## src/rtl/ex_mem.sv

```systemverilog
// EX/MEM pipeline register: captures execute results, applies flush/bubble/hold rules, counts bubbles.
// With EXMEM_MADD_EN defined it also holds the madd/msub partial product and cycle count; otherwise those outputs are tied to 0.
module ex_mem (
  input  logic        clk,
  input  logic        rst,
  input  logic [5:0]  stall,
  input  logic        flush,
  input  logic [4:0]  ex_rw,
  input  logic        ex_wreg,
  input  logic [31:0] ex_wdata,
  input  logic        ex_whilo,
  input  logic [31:0] ex_hi,
  input  logic [31:0] ex_lo,
  input  logic [63:0] hilo_i,
  input  logic [1:0]  cnt_i,
  output logic [4:0]  mem_rw,
  output logic        mem_wreg,
  output logic [31:0] mem_wdata,
  output logic        mem_whilo,
  output logic [31:0] mem_hi,
  output logic [31:0] mem_lo,
  output logic [63:0] hilo_o,
  output logic [1:0]  cnt_o,
  output logic [15:0] bubble_cnt
);

  logic [4:0]  rw_d,    rw_q;
  logic        wreg_d,  wreg_q;
  logic [31:0] wdata_d, wdata_q;
  logic        whilo_d, whilo_q;
  logic [31:0] hi_d,    hi_q;
  logic [31:0] lo_d,    lo_q;
  logic [15:0] bub_d,   bub_q;

  logic bubble, advance;
  assign bubble  = stall[3] & ~stall[4];
  assign advance = ~stall[3];

  always_comb begin
    rw_d    = rw_q;
    wreg_d  = wreg_q;
    wdata_d = wdata_q;
    whilo_d = whilo_q;
    hi_d    = hi_q;
    lo_d    = lo_q;
    bub_d   = bub_q;
    if (rst) begin
      rw_d = '0; wreg_d = 1'b0; wdata_d = '0; whilo_d = 1'b0; hi_d = '0; lo_d = '0;
      bub_d = '0;
    end else if (flush) begin
      rw_d = '0; wreg_d = 1'b0; wdata_d = '0; whilo_d = 1'b0; hi_d = '0; lo_d = '0;
    end else if (bubble) begin
      // Memory stage sees a NOP while execute holds its instruction.
      rw_d = '0; wreg_d = 1'b0; wdata_d = '0; whilo_d = 1'b0; hi_d = '0; lo_d = '0;
      if (bub_q != 16'hFFFF) bub_d = bub_q + 16'd1;
    end else if (advance) begin
      rw_d    = ex_rw;
      wreg_d  = ex_wreg;
      wdata_d = ex_wdata;
      whilo_d = ex_whilo;
      hi_d    = ex_hi;
      lo_d    = ex_lo;
    end
  end

  always_ff @(posedge clk) begin
    rw_q    <= rw_d;
    wreg_q  <= wreg_d;
    wdata_q <= wdata_d;
    whilo_q <= whilo_d;
    hi_q    <= hi_d;
    lo_q    <= lo_d;
    bub_q   <= bub_d;
  end

  assign mem_rw     = rw_q;
  assign mem_wreg   = wreg_q;
  assign mem_wdata  = wdata_q;
  assign mem_whilo  = whilo_q;
  assign mem_hi     = hi_q;
  assign mem_lo     = lo_q;
  assign bubble_cnt = bub_q;

`ifdef EXMEM_MADD_EN
  logic [63:0] hilo_d, hilo_q;
  logic [1:0]  cnt_d,  cnt_q;

  // Product survives only across a bubble; any advance or flush drops it.
  always_comb begin
    hilo_d = hilo_q;
    cnt_d  = cnt_q;
    if (rst || flush) begin
      hilo_d = '0;
      cnt_d  = '0;
    end else if (bubble) begin
      hilo_d = hilo_i;
      cnt_d  = cnt_i;
    end else if (advance) begin
      hilo_d = '0;
      cnt_d  = '0;
    end
  end

  always_ff @(posedge clk) begin
    hilo_q <= hilo_d;
    cnt_q  <= cnt_d;
  end

  assign hilo_o = hilo_q;
  assign cnt_o  = cnt_q;
`else
  logic unused_madd;
  assign unused_madd = ^{hilo_i, cnt_i};
  assign hilo_o = '0;
  assign cnt_o  = '0;
`endif

endmodule

```

## config.mk

```make
export PLATFORM = sky130hd
export DESIGN_NAME = ex_mem
export DESIGN_NICKNAME = d
export VERILOG_FILES = /design/src/rtl/ex_mem.sv
export SDC_FILE = /design/constraint.sdc
export NUM_CORES = 1
export LEC_CHECK = 0
export ABC_AREA = 1
export BUFFER_PORTS_ARGS = -buffer_cell sky130_fd_sc_hd__buf_2
export CAP_MARGIN = 20
export CORE_AREA = 4 4 137 139
export DETAILED_ROUTE_END_ITERATION = 16
export DIE_AREA = 0 0 141 143
export PLACE_DENSITY_LB_ADDON = 0.08
export SLEW_MARGIN = 20
export SYNTH_ARGS = -nofsm -noshare
export SYNTH_HDL_FRONTEND = slang
export SYNTH_SLANG_ARGS = --single-unit
```

## constraint.sdc

```tcl
create_clock -name clk -period 2.25 [get_ports clk]
set_clock_uncertainty 0.05 [all_clocks]
set_input_delay 0.45 -clock clk [delete_from_list [all_inputs] [get_ports clk]]
set_output_delay 0.45 -clock clk [all_outputs]
set_load 0.01 [all_outputs]
```

======== Yosys cells after proc, flatten, opt, wreduce, memory -nomap -nowiden ========
Index checks and enable logic that the tools add are counted.
word-level totals
  output and inout port bits .............. 185
  register bits after elaboration ......... 119
  bits of input ports ..................... 178
  word-level logic and storage cells ...... 14
operators by class
  add/subtract/negate cells ............... 1
  bitwise gates (word level) .............. 3
  reductions and logical operators ........ 2
  eq/ne operators ......................... 1
operator list
  kind                   count
  $add 16x1->16 const B  1
  $ne 16x16->1 const B   1
  $reduce_and 3->1       1
  $reduce_or 3->1        1
  $not 1->1              2
  $and 1x1->1            1

======== Logic depth before layout (Yosys ltp) ========
Gate-level depths: netlist of run 1.
  word-level depth ........................ 3
  depth in mapped cells ................... 9
  gate-level depth less buffers ........... 9

======== Least setup slack after synthesis of run 1 ========
No wires, ideal clock.
  kind .................................... flip-flop to flip-flop
  from .................................... reg bub_q[0] (netlist: bubble_cnt[0])
  to ...................................... reg bub_q[10] (netlist: bubble_cnt[10])
  setup slack ............................. 0.773 ns
  library setup time ...................... 0.115 ns
  buffers on the path ..................... 1
  data required time ...................... 2.085 ns
  arrival time ............................ 1.312 ns
  period minus slack after synthesis ...... 1.477 ns
  stages on the path, launching flop included .. 8
  path through ............................ dfxtp_1 > ha_1 > nand3_4 > nor2_8 > nand3_4 > buf_6 > a21oi_1 > nor2_1
on the way
  word-level cells in the longest chain between the ends .. 2
  elaborated cells on any way between the ends .. 3
  classes of those cells .................. add/sub: 1; eq/ne: 1; reduce/logical: 1
RTL lines
  element                                                                RTL line  text
  from (decl)                                                            33        logic [15:0] bub_d, bub_q;
  from (signal assigned)                                                 73        bub_q <= bub_d;
  parallel branches: the longest is 2 deep, another holds $add 16x1->16  -
Several ways; the timed one is not identified.
A chain may end at the register's enable or synchronous reset.

======== Worst setup path after layout of run 1 ========
  from .................................... reg bub_q[2] (netlist: bubble_cnt[2])
  to ...................................... out bubble_cnt[2]
RTL lines
  element    RTL line  text
  to (decl)  24        output logic [15:0] bubble_cnt
No word-level cell between the ends.

==> run_results.csv, run 1 <==
group,metric,value,unit
die,floorplan.core_area,17700,sq um
clock_network,clk_latency,0.41,ns
global_routing,number_of_global_route_vias_before_repair,4445,
placed_design,routabilityCongestion,0.783,
flow_run,max_cap_viol_count,0,
route,drt-vias-per-instance,4.12,
setup_path,critPathBufInv,1,
setup_path,worst_r2r_path_depth,8,
synth,netlist_instances,679,
clock_network,post_cts.resized_instances,0,
setup_path,critPathRequiredTime,1.75,ns
setup_path,crit_arrival,1.10,ns
route,drcViolationCount,0,
clock_network,clkSinkCount,119,
setup_path,cp_cell_sequence,"buf_2",
global_routing,grt_first_pass_wirelength,22700,um
route,routedWlPerCell,13.0,um
global_routing,grt.overflow.total,0,
synth,synth.ff_latch_count,119,
route,drt_first_iter_violations,194,
synth,yosysTopAreaCell,"dfxtp_1",
setup_path,worstReg2RegStart,"bubble_cnt[0]",
setup_path,critical_path.max_fanout,6,
layout,antennaDiodeCount,0,
power,ir_drop,0.521,mV
synth,post-synth-top-area-fraction,47.3,%
clock_network,tritoncts_clock_tree,"done",
synth,seq_area_frac_synth,47.3,%
synth,yosys.cell_types.count,24,
timing,drv_slew,0,
layout,stdcell_count,1136,
synth,ys_warn_count,0,
synth,synth_top_flop_cell,"dfxtp_1",
clock_network,clockRootBuffer,"clkbuf_16",
timing,max_clock_freq,624,MHz
route,detailroute.via_count,4683,
clock_network,htree_num_levels,4,
clock_network,ctsHoldBuffers,0,
timing,report.final.hold_viol_count,0,
layout,final_net_count,1073,
route,detail_route.wirelength,14800,um
timing,finalSetupViolations,0,
setup_path,critPathSlowestCell,"dfxtp_1",
global_routing,grt_max_degree,97,
timing,portion_of_the_clock_cycle_consumed_by_the_worst_path_in_the_final_layout,71.2,%
power,leakagePower,3.32,nW
worst_hold_path,min_from,"rst",
die,fp-row-count,49,
clock_network,cts_setup_buffers,0,
timing,setup_repair_after_global_routing_missed_its_margin,"no",
die,die_h,143,um
synth,netlist_area,5040,sq um
layout,fraction_of_final_layout_cells_sized_beyond_drive_strength_1,30.8,%
global_routing,grtUsageTotal,14.1,%
layout,synthToLayoutAreaGrowth,35.0,%
synth,asyncSetResetFlopFracSynth,0,%
global_routing,grt_antenna_before_repair,1,
placed_design,hpwlAfterDp,10600,um
die,fp.dieW,141,um
timing,timing.setup.tns,0,ns
route,iteration_count_of_the_initial_detailed_routing_pass,4,
setup_path,worst_setup_path_end_kind,"output port",
die,initial_core_util,28.5,%
run_status,outcome,"finished clean",
timing,fin_crit,1.60,ns
worst_hold_path,worst_hold_path.num_cells,2,
clock_network,tritoncts.num_buffers,17,
layout,most-common-layout-cells,"nand2_1, buf_2, dfxtp_1",
setup_path,timing.critical_path.depth,1,
setup_path,critical_path.max_stage_delay,0.50,ns
worst_hold_path,worst_hold_path_type,"primary input to flip-flop",
placed_design,numPlacedInstances,1104,
power,power.density_cell_area,816,nW/um^2
route,drt.antenna.violating_nets,0,
synth,synth_enable_flop_cells,0,
setup_path,timing.critical_path.from_type,"flip-flop",
setup_path,path_delay_family,"flip-flops",
layout,fillers,1938,
clock_network,cts_max_path_buffers,2,
synth,syn_area_per_cell,7.42,sq um
synth,synth_top_cells_by_area,"dfxtp_1, nand2_1, a21oi_1",
placed_design,portBuffers,226,
clock_network,clkSlewWorstSetupHoldPaths,0.06,ns
die,floorplan.io_pins,363,
setup_path,cp-startpoint,"bubble_cnt[2]",
setup_path,critical_path_class,"flip-flop to output port",
die,design.die.area,20200,sq um
layout,final_common_cell,"nand2_1",
==> layer usage <==
| metal | routed length, um | part of all wire (%) | vias up | global-route usage (%) |
|---|---|---|---|---|
| li1 | - | - | 2444 | - |
| met1 | 6160 | 42 | 2023 | 16.6 |
| met2 | 6720 | 45 | 198 | 22.6 |
| met3 | 1700 | 11 | 16 | 6.66 |
| met4 | 195 | 1.3 | 2 | 5.05 |
| met5 | 7 | 0.047 | - | 0 |
==> Yosys cell counts (3+ instances only) <==
cell type / number
dfxtp_1: 119
buf_2: 18
nand3_4: 3
a21oi_1: 113
clkbuf_1: 11
nand3_2: 3
inv_1: 21
buf_1: 5
buf_4: 67
o21ai_0: 3
nand4_1: 3
nand3_1: 12
nor2_1: 42
nand2_1: 248
==> power by group <==
part	switching, mW	internal (mW)
sequential	0.0240	2.16
combinational	0.273	0.163
clock	1.00	1.93
total	1.30	4.25
==> state kept, by name (all words and copies together) (netlist names) <==
register and count:
mem_whilo 1, mem_rw 5, mem_wreg 1, bubble_cnt 16, mem_lo 32, mem_hi 32, mem_wdata 32
==> cell type report <==
cell class                 instances  area (sq um)  share of cell area (%)
clock inverter                    13           195                    2.87
multi-input combinational        501          2170                    31.8
clock buffer                      19           453                    6.66
timing repair buffer             233          1240                    18.2
inverter                          22          83.8                    1.23
tap                              229           287                    4.21
sequential                       119          2380                    35.0
==> path summary, 6_finish.rpt <==
| path | endpoint | slack (ns) |
|---|---|---|
| worst max register to register | bubble_cnt[0] | 0.68 |
| worst min register to register | mem_hi[27] | 0.41 |
| worst max-delay path | bubble_cnt[2] | 0.65 |
| worst min-delay path | bubble_cnt[8] | 0.19 |
==> per-stage QoR <==
step | hold slack (ns) | setup WS, ns | util [%] | power (mW) | cell area, sq um
2_1_floorplan | 0.431 | 0.773 | - | 2.55 | 5280
3_3_place_gp | 0.401 | 0.518 | 34.9 | 2.67 | 6160
3_5_place_dp | 0.399 | 0.508 | 34.9 | 2.67 | 6160
4_1_cts | 0.164 | 0.627 | 38.5 | 5.66 | 6800
5_1_grt | 0.176 | 0.499 | 38.5 | 5.79 | 6800
6_report | 0.191 | 0.648 | 38.5 | 5.55 | 6800
==> cell families after synthesis <==
group           share of synthesized area, %
flops                                   47.3
fa+ha+maj                              0.248
simple gates                            25.9
xor+xnor                               0.174
other cells                           0.0744
compound gates                          11.5
buf+inv                                 14.8
Power figures use the tool's default switching activity.
==> inputs of run 2 (changes only) <==
Settings changed: ABC_AREA 1 to 0, CORE_AREA 4 4 137 139 to 4 4 138 140, DIE_AREA 0 0 141 143 to 0 0 142 144.
Clock period 2.25 ns to 1.6 ns, I/O delays scaled along.
==> run 2 against run 1 <==
Net effect:
- core utilization up 1.8 points
- the run now ends with setup timing left
- synthesized cell count fell by 26%
- sequential power up 41%
==> run_results.csv, run 2 <==
group,metric,value,unit
route,detailroute.via_count,4266,
route,routedWlPerCell,14.0,um
power,power_switching,1.83,mW
die,initial_core_util,27.4,%
synth,synth.ff_latch_count,119,
placed_design,portBuffers,226,
power,power.switching_fraction,24.0,%
run_status,outcome,"finished with violations",
power,leakagePower,3.70,nW
die,die_h,144,um
synth,post-synth-top-area-fraction,48.7,%
synth,synth_top_flop_cell,"dfxtp_1",
layout,antennaDiodeCount,0,
timing,setup_repair_after_global_routing_missed_its_margin,"yes",
die,floorplan.io_pins,363,
timing,fin_crit,1.74,ns
global_routing,grt_first_pass_wirelength,21500,um
route,drcViolationCount,0,
setup_path,cp-startpoint,"bubble_cnt[1]",
timing,timing_worst_slew_pin_value,0.699,ns
synth,netlist_instances,503,
global_routing,grt.overflow.total,0,
power,power.density_cell_area,1060,nW/um^2
setup_path,regToRegEndpoint,"bubble_cnt[10]",
timing,max_clock_freq,573,MHz
power,power_frac_comb,9.1,%
clock_network,cts_max_path_buffers,2,
synth,synthTopCellsByCount,"dfxtp_1, nor2_1, mux2i_1",
synth,syn_area_per_cell,9.72,sq um
synth,synth_top_cells_by_area,"dfxtp_1, mux2i_1, buf_4",
placed_design,place_ws,-0.588,ns
clock_network,ctsHoldBuffers,0,
layout,fillers,1790,
timing,timing.setup.tns,-0.673,ns
layout,final_net_count,948,
clock_network,tritoncts.num_buffers,17,
timing,report.final.hold_viol_count,0,
setup_path,critPathRequiredTime,1.84,ns
setup_path,crit_path_end,"bubble_cnt[10]",
setup_path,setup.reg_to_reg.worst_slack,-0.14,ns
power,share_clk_of_total_power,50.7,%
power,sequentialPowerShare,40.2,%
setup_path,critical_path.max_fanout,4,
placed_design,hpwlAfterDp,10500,um
clock_network,clkSinkCount,119,
placed_design,routabilityCongestion,0.795,
route,detail_route.wirelength,14200,um
layout,fraction_of_final_layout_cells_sized_beyond_drive_strength_1,42.7,%
setup_path,worst_setup_path_end_kind,"flip-flop",
clock_network,htree_num_levels,4,
synth,yosysMostFrequentCell,"dfxtp_1",
clock_network,clk_latency,0.40,ns
worst_hold_path,worst_hold_path_type,"primary input to flip-flop",
timing,portion_of_the_clock_cycle_consumed_by_the_worst_path_in_the_final_layout,109,%
route,drt_first_iter_violations,173,
die,fp.dieW,142,um
die,floorplan.core_area,17800,sq um
clock_network,clkSlewWorstSetupHoldPaths,0.06,ns
clock_network,clockRootBuffer,"clkbuf_16",
power,power_report.internal_total,5.81,mW
run_status,failing_checks,"setup timing",
route,drt.antenna.violating_nets,0,
setup_path,timing.critical_path.from_type,"flip-flop",
route,drt-vias-per-instance,4.22,
synth,seq_area_frac_synth,48.7,%
synth,ys_warn_count,0,
timing,worst_slack,-0.145,ns
clock_network,tritoncts_clock_tree,"done",
setup_path,crit_arrival,1.98,ns
synth,yosys.cell_types.count,34,
global_routing,grt_max_degree,91,
timing,finalSetupViolations,11,
timing,drv_slew,0,
layout,synthToLayoutAreaGrowth,47.2,%
flow_run,max_cap_viol_count,0,
layout,final_common_cell,"buf_2",
route,iteration_count_of_the_initial_detailed_routing_pass,5,
synth,asyncSetResetFlopFracSynth,0,%
die,design.die.area,20400,sq um
die,fp-row-count,49,
power,ir_drop,0.654,mV
synth,netlist_area,4890,sq um
global_routing,grtUsageTotal,13.3,%
setup_path,critical_path_class,"flip-flop to flip-flop",
setup_path,worstReg2RegStart,"bubble_cnt[1]",
synth,yosysTopAreaCell,"dfxtp_1",
layout,most-common-layout-cells,"buf_2, dfxtp_1, nor2_1",
synth,synth_enable_flop_cells,0,
timing,maxSlewHeadroom,53.4,%
global_routing,number_of_global_route_vias_before_repair,4168,
setup_path,worst_r2r_path_depth,6,
timing,hold_ws,0.0917,ns
global_routing,grt_antenna_before_repair,0,
layout,postLayoutCoreUtil,40.4,%
power,p_total,7.64,mW
run 2: area by class of cell:
| class | count | area (sq um) | area share (%) |
|---|---|---|---|
| Sequential cell | 119 | 2390 | 33.3 |
| Clock inverter | 15 | 180 | 2.50 |
| Multi-Input combinational cell | 352 | 2270 | 31.6 |
| Inverter | 3 | 11.3 | 0.156 |
| Tap cell | 229 | 287 | 3.98 |
| Clock buffer | 17 | 425 | 5.91 |
| Timing Repair Buffer | 276 | 1630 | 22.6 |
run 2: worst min path at each step:
stage | to | cells past startpoint | slack (ns) | start
floorplan | mem_hi[0] | 2 | 0.41 | ex_hi[0]
global placement | mem_hi[26] | 2 | 0.42 | mem_hi[26]
detailed placement | mem_wdata[4] | 2 | 0.43 | mem_wdata[4]
CTS | mem_lo[30] | 3 | 0.07 | ex_lo[30]
global route | mem_whilo | 3 | 0.08 | ex_whilo
finish | mem_hi[31] | 3 | 0.09 | ex_hi[31]
run 2: worst max-delay path, stage by stage, from the launching register on:
cell,delay [ns]
dfxtp_4,0.38
ha_4,0.14
nand4_1,0.14
or3_1,0.41
buf_4,0.17
o31ai_2,0.25
a21oi_1,0.09
run 2: per-stage QoR:
step	instances	instance area, sq um
after CTS	1009	7130
after global routing	1011	7200
final	1011	7200
after detailed placement	974	6410
after floorplan	568	5180
after global placement	974	6410
run 2: metal layers:
| metal | routed length [um] | vias up | GRT usage (%) | share of wire (%) |
|---|---|---|---|---|
| li1 | - | 2107 | - | - |
| met1 | 5300 | 1975 | 14.1 | 37 |
| met2 | 7540 | 175 | 23.7 | 53 |
| met3 | 1200 | 9 | 5.79 | 8.4 |
| met4 | 130 | 0 | 4.24 | 0.92 |
| met5 | 0 | - | 0 | 0 |
run 2: what timing repair did:
| item | CTS | global route |
|---|---|---|
| setup buffers | 2 | 3 |
| endpoints found under the setup margin | 15 | 16 |
| cloned | 1 | 0 |
| gates resized for setup | 25 | 15 |
| pin swaps | 13 | 14 |
run 2: logic make-up after synthesis:
family	Yosys count	share of synthesized area, %
AOI/OAI and AO/OA	31	3.97
adders and majority gates	1	0.256
buffers and inverters	97	12.6
DFF	119	48.7
muxes	103	21.1
other	1	0.0767
and+or+nand+nor	151	13.3
run 2: power groups by stage:
stage / Combinational, mW / Sequential, mW / Clock, mW
floorplan: 0.467 / 3.17 / 0
global placement: 0.687 / 3.14 / 0
detailed placement: 0.694 / 3.14 / 0
CTS: 0.698 / 3.07 / 4.00
global route: 0.764 / 3.08 / 4.14
finish: 0.693 / 3.07 / 3.88
==> inputs of run 3 (changes only) <==
==> constraint.sdc (replaced) <==
create_clock -name clk -period 1.6 [get_ports clk]
set_clock_uncertainty 0.05 [all_clocks]
set_input_delay 0.24 -clock clk [delete_from_list [all_inputs] [get_ports clk]]
set_output_delay 0.24 -clock clk [all_outputs]
set_load 0.01 [all_outputs]
==> run 3 against run 2 <==
Net effect:
- the flow still finishes with violations (setup timing)
- worst setup slack improved by 0.013 ns
- cell area increased by 9.0%
- routed wire length increased by 4.4%
- first-iteration DRC count decreased by 28%
- cell count increased by 6.2%
- critical path depth decreased by 2
- global-route usage increased by 0.86 points
- via count increased by 5.8%
- largest power group unchanged
==> run_results.csv, run 3 (same netlist as run 2, synthesis figures left out) <==
group,metric,value,unit
global_routing,grt.overflow.total,0,
setup_path,critical_path.max_stage_delay,0.54,ns
placed_design,place_ws,-0.483,ns
die,design.die.area,20400,sq um
layout,fraction_of_final_layout_cells_sized_beyond_drive_strength_1,40.0,%
timing,portion_of_the_clock_cycle_consumed_by_the_worst_path_in_the_final_layout,108,%
timing,timing_worst_slew_pin_value,0.702,ns
worst_hold_path,worst_hold_path_type,"primary input to flip-flop",
die,initial_core_util,27.4,%
setup_path,regToRegEndpoint,"bubble_cnt[13]",
global_routing,grt_antenna_before_repair,1,
die,fp-row-count,49,
setup_path,worstReg2RegStart,"bubble_cnt[1]",
route,met2_length,7480,um
worst_hold_path,worst_hold_path.num_cells,3,
route,drcViolationCount,0,
clock_network,clk_latency,0.41,ns
route,routed_met3_length,1430,um
power,p_total,7.94,mW
run_status,outcome,"finished with violations",
global_routing,grtUsageTotal,14.1,%
route,drt.antenna.violating_nets,0,
clock_network,clkSinkCount,119,
timing,setup_repair_after_global_routing_missed_its_margin,"yes",
placed_design,routabilityCongestion,0.769,
flow_run,max_cap_viol_count,0,
setup_path,critical_path_class,"flip-flop to flip-flop",
route,drt_first_iter_violations,125,
layout,final_common_cell,"buf_2",
layout,postLayoutCoreUtil,44.0,%
clock_network,clockRootBuffer,"clkbuf_16",
timing,hold_ws,0.0197,ns
setup_path,timing.critical_path.from_type,"flip-flop",
placed_design,portBuffers,226,
placed_design,numPlacedInstances,972,
route,drt-met1-wl,5550,um
setup_path,critPathRequiredTime,1.89,ns
power,power.density_cell_area,1010,nW/um^2
worst_hold_path,min_from,"ex_lo[9]",
route,drt-vias-per-instance,4.20,
route,detail_route.wirelength,14800,um
die,floorplan.core_area,17800,sq um
power,leakagePower,3.96,nW
setup_path,worst_path_most_repeated_cell,"or4_4",
die,die_h,144,um
die,fp.dieW,142,um
global_routing,grt_max_degree,93,
timing,max_clock_freq,577,MHz
die,floorplan.io_pins,363,
clock_network,htree_num_levels,4,
setup_path,crit_arrival,2.02,ns
route,iteration_count_of_the_initial_detailed_routing_pass,4,
placed_design,hpwlAfterDp,10800,um
global_routing,number_of_global_route_vias_before_repair,4632,
layout,fillers,1771,
route,detailroute.via_count,4513,
layout,most-common-layout-cells,"buf_2, dfxtp_1, nor2_1",
timing,maxSlewHeadroom,53.2,%
clock_network,tritoncts_clock_tree,"done",
layout,stdcell_count,1074,
setup_path,setup.reg_to_reg.worst_slack,-0.13,ns
worst_hold_path,worstHoldEndpoint,"mem_lo[9]",
setup_path,critPathSlowestCell,"or4_4",
setup_path,cp_cell_sequence,"nand2_2 > or4_4 > or4_4 > a21oi_2",
timing,report.final.hold_viol_count,0,
layout,antennaDiodeCount,0,
clock_network,cts_max_path_buffers,2,
timing,worst_slack,-0.132,ns
timing,drv_slew,0,
global_routing,grt_first_pass_wirelength,23100,um
route,routed.top_layer,"met5",
setup_path,worst_r2r_path_depth,4,
clock_network,clkSlewWorstSetupHoldPaths,0.06,ns
layout,final_net_count,1011,
setup_path,critical_path.max_fanout,4,
setup_path,worst_setup_path_end_kind,"flip-flop",
timing,fin_crit,1.73,ns
run_status,failing_checks,"setup timing",
clock_network,tritoncts.num_buffers,17,
route,routedWlPerCell,13.8,um
power,ir_drop,0.680,mV
layout,synthToLayoutAreaGrowth,60.5,%
timing,finalSetupViolations,8,
-- run 3: cell types whose count changed in the layout (fill, tap and decap cells not counted), moves of 2 or more --
cell | before | now
dlygate4sd3_1 | 0 | 66
o21ai_0 | 4 | 2
buf_4 | 38 | 40
buf_12 | 8 | 6
clkinv_4 | 5 | 2
clkinv_2 | 3 | 5
clkbuf_8 | 0 | 2
nand2_2 | 0 | 2
buf_6 | 5 | 2
-- run 3: worst max-delay path by stage --
stage,startpoint,to,slack (ns)
final,bubble_cnt[1],bubble_cnt[13],-0.13
after floorplan,stall[3],bubble_cnt[13],-0.47
after global placement,stall[4],bubble_cnt[13],-0.47
after detailed placement,stall[4],bubble_cnt[13],-0.48
after CTS,bubble_cnt[1],bubble_cnt[13],-0.13
after global routing,bubble_cnt[1],bubble_cnt[10],-0.16
-- run 3: power by group --
group	leakage (nW)	internal, mW	switching, mW	total (mW)
Combinational	2.68	0.421	0.395	0.816
Sequential	0.969	3.04	0.0363	3.07
Clock	0.308	2.68	1.37	4.05
-- run 3: critical path, delay by kind of cell (launching register included) --
kind | cells | cell delay [ns]
AND/OR/NAND/NOR | 3 | 1.13
flip-flops | 1 | 0.37
AO/OA/AOI/OAI | 1 | 0.13
-- run 3: area by class of cell --
| cell class | count | area [sq um] | share of cell area, % |
|---|---|---|---|
| flip-flops and latches | 119 | 2390 | 30.5 |
| multi-input cells | 352 | 2300 | 29.3 |
| repair buffers | 339 | 2230 | 28.4 |
| clock buffers | 19 | 453 | 5.77 |
| well taps | 229 | 287 | 3.65 |
| clock inverters | 13 | 178 | 2.26 |
| inverters | 3 | 11.3 | 0.143 |
-- run 3: stage by stage --
step / setup TNS [ns] / cell area [sq um]
floorplan: -2.18 / 5170
global placement: -5.77 / 6380
detailed placement: -8.39 / 6380
CTS: -0.332 / 7760
global route: -1.16 / 7850
finish: -0.294 / 7850
-- run 3: layer usage --
layer	global-route usage [%]	vias up
met4	5.15	2
met1	15.4	2070
met5	0	-
met2	24.3	186
met3	6.42	24
li1	-	2231
-- run 3: what timing repair did --
| action | in CTS | in global routing |
|---|---|---|
| hold buffers | 66 | 0 |
| setup endpoints to repair | 15 | 16 |
| pin swaps | 11 | 9 |
| gates cloned | 1 | 0 |
| buffers inserted | 2 | 2 |
| endpoints found under the hold margin | 66 | 0 |
| gates resized for setup | 22 | 21 |
